`src/rtl/bram_port_arbiter.sv`:
```
// bram_port_arbiter: round-robin arbiter sharing one BRAM port between two clients.
// Grants are combinational; responses arrive exactly one cycle after the grant.
module bram_port_arbiter #(
    parameter int DATA_WIDTH = 32,
    parameter int ADDR_WIDTH = 8,
    parameter int NUM_BYTES  = DATA_WIDTH / 8
) (
    input  logic                  clock,
    input  logic                  reset,
    input  logic                  reqValid_0,
    input  logic                  reqValid_1,
    output logic                  reqReady_0,
    output logic                  reqReady_1,
    input  logic                  reqWrite_0,
    input  logic                  reqWrite_1,
    input  logic [NUM_BYTES-1:0]  reqByteEnable_0,
    input  logic [NUM_BYTES-1:0]  reqByteEnable_1,
    input  logic [ADDR_WIDTH-1:0] reqAddress_0,
    input  logic [ADDR_WIDTH-1:0] reqAddress_1,
    input  logic [DATA_WIDTH-1:0] reqWriteData_0,
    input  logic [DATA_WIDTH-1:0] reqWriteData_1,
    output logic                  respValid_0,
    output logic                  respValid_1,
    output logic [DATA_WIDTH-1:0] respData_0,
    output logic [DATA_WIDTH-1:0] respData_1,
    output logic                  readEnable,
    output logic                  writeEnable,
    output logic [NUM_BYTES-1:0]  writeByteEnable,
    output logic [ADDR_WIDTH-1:0] address,
    output logic [DATA_WIDTH-1:0] writeData,
    input  logic [DATA_WIDTH-1:0] readData
);
    logic prio, grantValid, grantClient, grantWrite;
    logic anyGrant, selWrite;
    always_comb begin
        reqReady_0 = !reset && reqValid_0 && (!reqValid_1 || !prio);
        reqReady_1 = !reset && reqValid_1 && (!reqValid_0 || prio);
        anyGrant = reqReady_0 || reqReady_1;
        selWrite = reqReady_1 ? reqWrite_1 : reqWrite_0;
        readEnable = anyGrant && !selWrite;
        writeEnable = anyGrant && selWrite;
        address = !anyGrant ? '0 : reqReady_1 ? reqAddress_1 : reqAddress_0;
        writeByteEnable = !writeEnable ? '0 : reqReady_1 ? reqByteEnable_1 : reqByteEnable_0;
        writeData = !writeEnable ? '0 : reqReady_1 ? reqWriteData_1 : reqWriteData_0;
        // Reset masks a response still in flight from the cycle before reset.
        respValid_0 = !reset && grantValid && !grantClient;
        respValid_1 = !reset && grantValid && grantClient;
        respData_0 = (respValid_0 && !grantWrite) ? readData : '0;
        respData_1 = (respValid_1 && !grantWrite) ? readData : '0;
    end
    always_ff @(posedge clock) begin
        if (reset) begin
            prio        <= 1'b0;
            grantValid  <= 1'b0;
            grantClient <= 1'b0;
            grantWrite  <= 1'b0;
        end else begin
            grantValid <= anyGrant;
            if (anyGrant) begin
                prio        <= reqReady_0;
                grantClient <= reqReady_1;
                grantWrite  <= selWrite;
            end
        end
    end
endmodule

```
`config.mk`:
```
export PLATFORM = sky130hd
export DESIGN_NAME = bram_port_arbiter
export DESIGN_NICKNAME = d
export VERILOG_FILES = /design/src/rtl/bram_port_arbiter.sv
export SDC_FILE = /design/constraint.sdc
export NUM_CORES = 1
export LEC_CHECK = 0
export ABC_CLOCK_PERIOD_IN_PS = 2800
export BUFFER_PORTS_ARGS = -buffer_cell sky130_fd_sc_hd__buf_2
export CORE_AREA = 2 2 94 96
export CTS_CLUSTER_DIAMETER = 40
export CTS_CLUSTER_SIZE = 8
export DETAILED_ROUTE_END_ITERATION = 10
export DIE_AREA = 0 0 96 98
export HOLD_SLACK_MARGIN = 0.02
export PLACE_DENSITY = 0.55
export SETUP_SLACK_MARGIN = 0.1
export SLEW_MARGIN = 20
export SYNTH_ARGS = -nofsm -noshare
export SYNTH_HDL_FRONTEND = slang
export SYNTH_SLANG_ARGS = --single-unit
```
`constraint.sdc`:
```
create_clock -name clock -period 2.8 [get_ports clock]
set_clock_uncertainty 0.05 [all_clocks]
set_input_delay 0 -clock clock [delete_from_list [all_inputs] [get_ports clock]]
set_output_delay 0 -clock clock [all_outputs]
set_load 0.1 [all_outputs]
```
==> run metrics <==
Pwr Density=between 200 and 300 nW/µm²; area share of the leading cell type in the synthesized netlist=24.0%; post-synthesis mux area share=0%; Synth cell types=28; share of cells above drive strength 1=a little over 60%; Hold Vio Cnt, Final=0; GRT Util Overall=approximately 16%; grt ovf=0; max_cap viols=0; vias in the first global route=~2.4k; WP data arrival=between 2 and 2.5 ns; CTS tree=built; hpwl dp=roughly 6.5 mm; crit share post-route=76.7%; WL per Instance=14.0 µm; Synth-to-Final Area Change=108%; via count=between 2k and 3k; CP required=around 2.8 ns; Seq cells post-synth=4; Worst Setup SP=prio; Simple-Gate Fraction of Synth Area=between 40% and 50%; Slew Limit Headroom=about a third; Mean Syn Cell Area=slightly below 7 µm²; Chip Height=98 µm; cts repair resizes=0; Num Clock Sinks=4; Synth Cell Area=~1700 µm²; CTS root buffer=clkbuf_8; H-tree depth=1; 1st-iter DRT viols=53; measured slew at the worst slew-check pin=approximately 1 ns; largest family of logic cells by synthesized area=compound AO/OA/AOI/OAI gates; fmax=about 0.47 GHz; CTS Hold Bufs=0; total wire length=~8 mm; die width=between 90 and 100 µm; Post-Synth Adder-Cell Area=0%; post-CTS setup buffers=0; crit path max-delay cell type=o22a_2; Initial Utilization=just under 20%; cells along the critical path=a21bo_2 -> o22a_2 -> a211oi_1 -> buf_12; Core Region=between 8000 and 9000 µm²; Mapped Cells=between 200 and 250; Compound-Gate Fraction of Synth Area=a little over two fifths; Seq/Total Area, Yosys=between 4 and 5%; Setup crit end kind=output port; die area=roughly 9400 µm²; final count of pins violating max slew=0; placed insts=around 570; post-synth top area cell=and2_1; FP Rows=34; Mapped Nets=about 370; clk_lat worst skew=around 0.21 ns; internal reg-to-reg setup slack=around 1.4 ns; Synth Area in XOR/XNOR=0%; RSZ-0062 raised after global routing=no; first-pass GRT wire length=roughly 12 mm; largest net degree at the start of global routing=39; Worst Hold Class=primary input to register; TritonCTS buffer count=3; # DRC=0; Tot Pwr=~1000 µW; initial antenna violation count=0; minimum clock period=2.15 ns; RePlAce Congestion=0.722; post-route insts no fill=roughly 570; CP Max Fanout=37; outcome=complete, no violations; CP peak stage delay=0.55 ns; Nets=588; Vias/cell=approximately 4.6; Synth warnings=0; Max VDD drop=between 100 and 150 µV; Max clock buf depth=2; min-delay src=reqWrite_0; Total Neg Setup Slack=0 ns; synth top area cells=and2_1 24%, a211oi_2 22%, nand3_1 11%; number of buffers inserted by port buffering=between 200 and 250; register clock-pin slew on the reported worst setup and hold paths=roughly 0.030 ns; final setup fails=0; type of origin of the critical path=register; Pleak=around 0.0017 µW; RR Startpoint=prio; diode count=0; Routed Antenna Nets=0; I/O pin total=240; type of the worst setup path=register to output port; drt pass-1 iters=4
[metal layers]
metal	part of all wire, %	global-route usage [%]
met1	38	18.0
met2	51	29.0
met3	10	4.32
met4	0.47	2.42
met5	0	0
[where the power goes]
| group | switching [µW] | internal, µW |
|---|---|---|
| Sequential | 3.99 | 61.9 |
| Combinational | 594 | 228 |
| Clock | 27.8 | 91.5 |
[cells in the final DEF, fill, tap and decap left out, drive strengths merged]
| master | count |
|---|---|
| and2b | 1 |
| inv | 1 |
| nand2b | 4 |
| buf | 245 |
| o22a | 1 |
| a21o | 1 |
| nor3 | 3 |
| a21oi | 1 |
| a21bo | 1 |
| and3b | 1 |
| dfxtp | 4 |
| clkbuf | 3 |
| nand3 | 36 |
| o21ai | 36 |
| o221a | 1 |
| nor2b | 2 |
| a211oi | 37 |
| a22o | 8 |
| nor2 | 8 |
| and2 | 64 |
| nand2 | 2 |
[sequential cells by signal, summed over array words and instances (netlist names)]
name and flops:
grantValid 1, grantWrite 1, prio 1, grantClient 1
[cell type report]
class                   count  area (µm²)
clock buffers               3        41.3
well taps                 108         135
flip-flops and latches      4        80.1
repair buffers            245        1790
inverters                   1        3.75
multi-input cells         207        1420
fillers                   892        4990
[through the flow]
step	worst slack, ns	utilization, %	cell area (µm²)	hold slack [ns]
6_report	0.653	41.0	3470	0.0266
5_1_grt	0.497	41.0	3470	0.0275
4_1_cts	0.641	41.0	3470	0.0215
3_5_place_dp	0.871	40.5	3430	0.243
3_3_place_gp	0.906	40.5	3430	0.242
2_1_floorplan	-0.348	-	1670	0.0501
[critical path: cells and delay by family (launching register included)]
family / cells / cell delay (ns)
flip-flops: 1 / 0.33
AO/OA/AOI/OAI: 3 / 1.29
buffers and inverters: 1 / 0.23
[cells by family (layout without fill, tap and decap cells)]
| group | after synthesis | in the layout |
|---|---|---|
| simple gates | 121 | 121 |
| buf+inv | 32 | 249 |
| flops | 4 | 4 |
| compound gates | 86 | 86 |
[synthesized netlist by cell type, drive strengths merged]
cell,n
and2b,1
a21o,1
a21oi,1
nand3,36
nor2b,2
nand2b,4
nor2,8
buf,17
inv,1
nand2,2
and2,64
a21bo,1
nor3,3
a211oi,37
o21ai,36
and3b,1
dfxtp,4
o22a,1
clkbuf,14
a22o,8
o221a,1
[final timing paths]
check	depth (start not counted)	endpoint
min reg2reg	2	grantClient
min	2	grantWrite
max reg2reg	4	grantWrite
max	4	writeByteEnable[2]
Power figures use the tool's default switching activity.
